==> config.mk <==
export PLATFORM = sky130hd
export DESIGN_NAME = spi_packet_assembler
export DESIGN_NICKNAME = d
export VERILOG_FILES = /design/src/rtl/spi_packet_assembler.sv
export SDC_FILE = /design/constraint.sdc
export NUM_CORES = 1
export LEC_CHECK = 0
export ABC_AREA = 1
export BUFFER_PORTS_ARGS = -buffer_cell sky130_fd_sc_hd__buf_2
export CAP_MARGIN = 20
export CELL_PAD_IN_SITES_DETAIL_PLACEMENT = 1
export CELL_PAD_IN_SITES_GLOBAL_PLACEMENT = 1
export CORE_ASPECT_RATIO = 1.25
export CORE_MARGIN = 2
export CORE_UTILIZATION = 43
export CTS_CLUSTER_SIZE = 40
export DETAILED_ROUTE_END_ITERATION = 8
export GPL_ROUTABILITY_DRIVEN = 0
export GPL_TIMING_DRIVEN = 0
export PLACE_DENSITY_LB_ADDON = 0.1
export SYNTH_ARGS = -nofsm -noshare
export SYNTH_HDL_FRONTEND = slang
export SYNTH_SLANG_ARGS = --single-unit
export TNS_END_PERCENT = 50
==> constraint.sdc <==
create_clock -name clk -period 4.47 [get_ports clk]
set_input_delay 0 -clock clk [delete_from_list [all_inputs] [get_ports clk]]
set_output_delay 0 -clock clk [all_outputs]
set_load 0.02 [all_outputs]
==> src/rtl/spi_packet_assembler.sv <==
// Assembles the SPI receive byte stream into interest/data packets and presents
// them to the FIB on a valid/ready handshake, all fields in parallel.
module spi_packet_assembler #(
  parameter int unsigned PREFIX_BYTES   = 8,
  parameter int unsigned DATA_BYTES     = 32,
  parameter int unsigned TYPE_BIT       = 7,
  parameter int unsigned TIMEOUT_CYCLES = 64
) (
  input  logic                      clk,
  input  logic                      rst,
  input  logic                      RX_valid,
  input  logic [7:0]                data_SPI_in,
  input  logic                      pkt_ready,
  output logic                      pkt_valid,
  output logic                      pkt_is_data,
  output logic [7:0]                pkt_metadata,
  output logic [8*PREFIX_BYTES-1:0] pkt_prefix,
  output logic [8*DATA_BYTES-1:0]   pkt_data,
  output logic                      busy,
  output logic                      err_timeout,
  output logic                      err_overflow
);

  localparam int unsigned PREFIX_W = 8 * PREFIX_BYTES;
  localparam int unsigned DATA_W   = 8 * DATA_BYTES;
  localparam int unsigned BYTE_W   = 6;
  localparam int unsigned IDLE_W   = $clog2(TIMEOUT_CYCLES + 1);

  typedef enum logic [1:0] {
    IDLE      = 2'd0,
    RX_PREFIX = 2'd1,
    RX_DATA   = 2'd2,
    HOLD      = 2'd3
  } state_t;

  state_t              r_state;
  logic [BYTE_W-1:0]   r_byte_cnt;
  logic [IDLE_W-1:0]   r_idle_cnt;
  logic [7:0]          r_metadata;
  logic [PREFIX_W-1:0] r_prefix;
  logic [DATA_W-1:0]   r_data;
  logic                r_valid;
  logic                r_busy;
  logic                r_err_timeout;
  logic                r_err_overflow;

  logic w_capture;
  logic w_timeout;

  // A metadata byte is taken in IDLE, or in HOLD on the same edge the packet is accepted.
  assign w_capture = RX_valid && ((r_state == IDLE) || ((r_state == HOLD) && pkt_ready));
  assign w_timeout = !RX_valid && (r_idle_cnt == IDLE_W'(TIMEOUT_CYCLES - 1));

  always_ff @(posedge clk or negedge rst) begin
    if (!rst) begin
      r_state        <= IDLE;
      r_byte_cnt     <= '0;
      r_idle_cnt     <= '0;
      r_metadata     <= '0;
      r_prefix       <= '0;
      r_data         <= '0;
      r_valid        <= 1'b0;
      r_busy         <= 1'b0;
      r_err_timeout  <= 1'b0;
      r_err_overflow <= 1'b0;
    end else begin
      r_err_timeout  <= 1'b0;
      r_err_overflow <= 1'b0;
      if (w_capture) begin
        r_metadata <= data_SPI_in;
        r_prefix   <= '0;
        r_data     <= '0;
        r_byte_cnt <= '0;
        r_idle_cnt <= '0;
        r_valid    <= 1'b0;
        r_busy     <= 1'b1;
        r_state    <= RX_PREFIX;
      end else begin
        case (r_state)
          RX_PREFIX, RX_DATA: begin
            if (RX_valid) begin
              r_idle_cnt <= '0;
              r_byte_cnt <= r_byte_cnt + BYTE_W'(1);
              if (r_state == RX_PREFIX) begin
                r_prefix <= PREFIX_W'({r_prefix, data_SPI_in});
                if (r_byte_cnt == BYTE_W'(PREFIX_BYTES - 1)) begin
                  if (r_metadata[TYPE_BIT]) begin
                    r_byte_cnt <= '0;
                    r_state    <= RX_DATA;
                  end else begin
                    r_valid <= 1'b1;
                    r_state <= HOLD;
                  end
                end
              end else begin
                r_data <= DATA_W'({r_data, data_SPI_in});
                if (r_byte_cnt == BYTE_W'(DATA_BYTES - 1)) begin
                  r_valid <= 1'b1;
                  r_state <= HOLD;
                end
              end
            end else if (w_timeout) begin
              // Abort the partial packet; it is never presented.
              r_idle_cnt    <= '0;
              r_err_timeout <= 1'b1;
              r_busy        <= 1'b0;
              r_state       <= IDLE;
            end else begin
              r_idle_cnt <= r_idle_cnt + IDLE_W'(1);
            end
          end
          HOLD: begin
            if (RX_valid && !pkt_ready) begin
              r_err_overflow <= 1'b1;
            end else if (pkt_ready) begin
              r_valid <= 1'b0;
              r_busy  <= 1'b0;
              r_state <= IDLE;
            end
          end
          default: begin
            r_state <= r_state;
          end
        endcase
      end
    end
  end

  assign pkt_valid    = r_valid;
  assign pkt_is_data  = r_metadata[TYPE_BIT];
  assign pkt_metadata = r_metadata;
  assign pkt_prefix   = r_prefix;
  assign pkt_data     = r_data;
  assign busy         = r_busy;
  assign err_timeout  = r_err_timeout;
  assign err_overflow = r_err_overflow;

endmodule

==> tab_implementation.tex <==
\begin{tabular}{lr}
\hline
Metric & Value \\
\hline
\multicolumn{2}{l}{\textbf{Drt}} \\
\quad Drt initial violations & 810 \\
\quad Final wirelength & 45080 um \\
\quad Mean routed wirelength per cell & 18.97 um \\
\quad Drt drc & 0 \\
\quad Antenna-violating nets left & 0 \\
\quad Via-per-instance ratio & 5.180 \\
\quad First drt pass iteration count & 5 \\
\quad Vias & 12310 \\
\multicolumn{2}{l}{\textbf{Synthesis}} \\
\quad Cell type contributing the most total cell area after synthesis & dfrtp\_1 \\
\quad Number of synthesized flops with an enable pin & 0 \\
\quad Count of cell types in the netlist & 23 \\
\quad Mapped Nets & 1561 \\
\quad Top area cells in the synthesized netlist & dfrtp\_1 62\%, nand2\_1 17\%, nand3\_1 11\% \\
\quad Post-synthesis area per instance & 9.020 um\^{}2 \\
\quad Dominant register cell in the synthesized netlist & dfrtp\_1 \\
\quad Area of the mapped netlist & 0.01392 mm\^{}2 \\
\quad Sequential element share of the synthesized area & 0.6239 \\
\quad Synth async-reset ratio & 1.000 \\
\quad Count of synthesis-stage warnings from yosys & 0 \\
\quad Synthesized instance count & 1543 \\
\quad Share of the synthesized area in the top cell type & 0.6239 \\
\quad Number of flip-flops and latches in the synthesized netlist & 347 \\
\multicolumn{2}{l}{\textbf{Timing}} \\
\quad Worst rel slew slack & 0.5187 \\
\quad Number of endpoints failing setup at the final stage & 0 \\
\quad Worst-case clock skew & 0.01813 ns \\
\quad Max Clock Freq & 423.3 MHz \\
\quad Post-route fraction of the period consumed by the critical path & 0.5285 \\
\quad Endpoints failing hold & 0 \\
\quad Tightest hold margin & 0.2239 ns \\
\quad Minimum clock period & 2.363 ns \\
\quad RSZ-0062 raised after global routing & no \\
\quad Worst Tran Pin Value & 0.7220 ns \\
\quad Count of final max-slew check failures & 0 \\
\multicolumn{2}{l}{\textbf{Placed design}} \\
\quad Port Buf Inserts & 344 \\
\quad Estimated wirelength of the detail-placed design & 32160 um \\
\multicolumn{2}{l}{\textbf{Run}} \\
\quad Max-cap violations & 0 \\
\multicolumn{2}{l}{\textbf{Worst setup path}} \\
\quad Max stage delay cell, worst path & buf\_1 \\
\quad Crit Path Class & flop to flop \\
\quad Critical path required time & 4.94 ns \\
\quad FF-to-FF path depth & 9 \\
\quad Largest driver fanout on the critical path & 10 \\
\quad Critical Path Max Stage Delay & 0.59 ns \\
\quad Critical path arrival & 2.83 ns \\
\quad Crit start category & flop \\
\quad Reg2Reg Setup Slack & 2.11 ns \\
\quad Cells along the critical path & ha\_1 -> nand2\_1 -> nand2\_1 -> nand2\_2 -> buf\_4 -> buf\_2 -> buf\_1 -> nand3\_1 -> nand2\_1 \\
\quad Worst path most repeated cell & nand2\_1 \\
\quad Sort of element at the end of the critical path & flop \\
\multicolumn{2}{l}{\textbf{Clock tree}} \\
\quad Reg clk slew, reported paths & 0.07 ns \\
\quad Clock sink total & 347 \\
\quad Total number of H-tree levels & 2 \\
\quad TritonCTS clock tree & yes \\
\quad TritonCTS buffer count & 37 \\
\quad Source-to-sink clock delay at the later pin of the worst-skew pair & 0.53 ns \\
\quad Clock buffer depth & 3 \\
\quad Post-CTS resize count & 0 \\
\quad Root buffer cell & clkbuf\_16 \\
\quad Total of hold buffers inserted after clock tree synthesis & 15 \\
\quad Setup bufs post-CTS & 0 \\
\multicolumn{2}{l}{\textbf{Pwr}} \\
\quad Switching Share & 0.4344 \\
\quad Portion of total power attributed to the clock network & 0.243 \\
\quad Combinational Power Share & 0.388 \\
\quad Power Total & 12.06 mW \\
\quad Peak supply drop & 0.0003668 V \\
\quad Standby leakage power & 10.37 nW \\
\quad Pwr per Cell Area & 687.9 mW/mm\^{}2 \\
\quad Net switching power & 5.238 mW \\
\quad Cell Int Power & 6.822 mW \\
\quad Sequential fraction of design power & 0.368 \\
\multicolumn{2}{l}{\textbf{Global route}} \\
\quad Overflow left after global routing & 0 \\
\quad Number of global-route vias before repair & 12790 \\
\quad Top Usage Layer GRT & met2 \\
\quad Initial antenna violation count & 0 \\
\quad Overall track demand over capacity in global routing & 0.2671 \\
\quad Maximum number of pins on one net before global-route repair & 109 \\
\quad Met1 routing resource usage after global routing & 0.3417 \\
\quad Global routing usage on met2 & 0.4523 \\
\quad First-pass GRT wire length & 71090 um \\
\quad Met3 track demand over resource & 0.05568 \\
\multicolumn{2}{l}{\textbf{Die}} \\
\quad Chip width & 164.9 um \\
\quad Initial core utilization & 0.4366 \\
\quad Floorplan die area & 0.03383 mm\^{}2 \\
\quad FP Rows & 73 \\
\quad Area of the core & 0.03188 mm\^{}2 \\
\quad Top-Level Pins & 345 \\
\quad Die Y & 205.1 um \\
\multicolumn{2}{l}{\textbf{Worst hold path}} \\
\quad Path type of the worst min-delay path & input pin to flop \\
\quad Cell count of the worst hold path & 4 \\
\multicolumn{2}{l}{\textbf{Layout}} \\
\quad Share of layout cells above drive strength 1 & 0.2449 \\
\quad Signed area change from the synthesized netlist to the final layout & 25.96\% \\
\quad Total number of nets in the final design & 1962 \\
\quad Number of antenna repair diodes & 0 \\
\multicolumn{2}{l}{\textbf{Status}} \\
\quad Result of the run & finished clean \\
\hline
\end{tabular}
## kinds of logic (layout without fill, tap and decap cells)
| group | Yosys count | count (layout) | share of synthesized area |
|---|---|---|---|
| adder cells (fa/ha/maj) | 6 | 6 | 0.005394 |
| flip-flops | 347 | 347 | 0.6239 |
| AO/OA/AOI/OAI | 83 | 83 | 0.03443 |
| AND/OR/NAND/NOR | 953 | 953 | 0.2868 |
| buffers and inverters | 153 | 574 | 0.04890 |
| XOR/XNOR | 1 | 1 | 0.0006294 |
## through the flow
stage               TNS (ns)    util  setup slack (ns)  area [um^2]  std cells
detailed placement         0  0.5097             2.072        16250       2302
CTS                        0  0.5500             2.049        17530       2376
global route               0  0.5500             1.889        17530       2376
floorplan                  0       -             2.761        13920       1543
finish                     0  0.5500             2.107        17530       2376
global placement    -1213.04  0.5068            -3.541        16160       2299
## registers in the layout, indices dropped and copies added (netlist names)
register / count
pkt_metadata: 8
pkt_data: 256
pkt_prefix: 64
r_idle_cnt: 7
pkt_valid: 1
err_overflow: 1
busy: 1
r_state: 2
r_byte_cnt: 6
err_timeout: 1
## critical path, delay by kind of cell (launching register included)
family                   cells  cell delay, ns
flip-flops                   1            0.44
adder cells (fa/ha/maj)      1            0.30
AND/OR/NAND/NOR              5            0.53
buffers and inverters        3            1.02
## Yosys cell counts, types with 2 or more instances
cell type,instances
clkbuf_1,31
buf_2,67
o21ai_1,8
buf_1,4
nand2_1,626
o21ai_0,40
nand2_2,2
inv_2,3
o31ai_1,24
nor2_1,19
inv_1,42
a21oi_1,10
ha_1,6
nand4_1,3
dfrtp_1,347
nand3_1,299
buf_4,6
## metal layers
metal,wire length (um),up-vias
li1,-,5758
met1,18820,6113
met2,21970,348
met3,2829,89
met5,0,-
met4,1463,0
## path summary, 6_finish.rpt
kind	from	end
min in group asynchronous	rst	pkt_data[30]
hold reg to reg	pkt_data[249]	pkt_data[249]
max in group asynchronous	rst	pkt_data[36]
hold / removal	data_SPI_in[6]	pkt_metadata[6]
setup / recovery	r_state[0]	pkt_prefix[9]
setup reg to reg	r_state[0]	pkt_prefix[9]
## layout by cell type (no fill, tap or decap), types with 7 or more instances in the layout
cell type	instances
dlygate4sd3_1	15
o31ai_1	24
clkbuf_16	39
inv_1	42
nand3_1	299
clkbuf_1	37
dfrtp_1	347
a21oi_1	10
o21ai_0	40
clkbuf_8	7
buf_2	410
nand2_1	626
nor2_1	19
o21ai_1	8
## power groups by stage
stage | Combinational [mW] | Clock [mW] | Sequential [mW]
6_report | 4.68 | 2.94 | 4.44
3_3_place_gp | 4.56 | 0 | 4.46
5_1_grt | 5.16 | 3.12 | 4.52
4_1_cts | 4.74 | 3.00 | 4.44
2_1_floorplan | 2.16 | 0 | 5.16
3_5_place_dp | 4.68 | 0 | 4.47
## area by class of cell
cell class / count / area [um^2]
sequential: 347 / 8683
multi-input combinational: 1043 / 4554
fill: 3882 / 14350
clock inverter: 7 / 38.79
clock buffer: 52 / 1095
tap: 412 / 515.5
timing repair buffer: 362 / 1964
inverter: 45 / 168.9
buffer: 108 / 511.7
(Power assumes the default switching activity.)
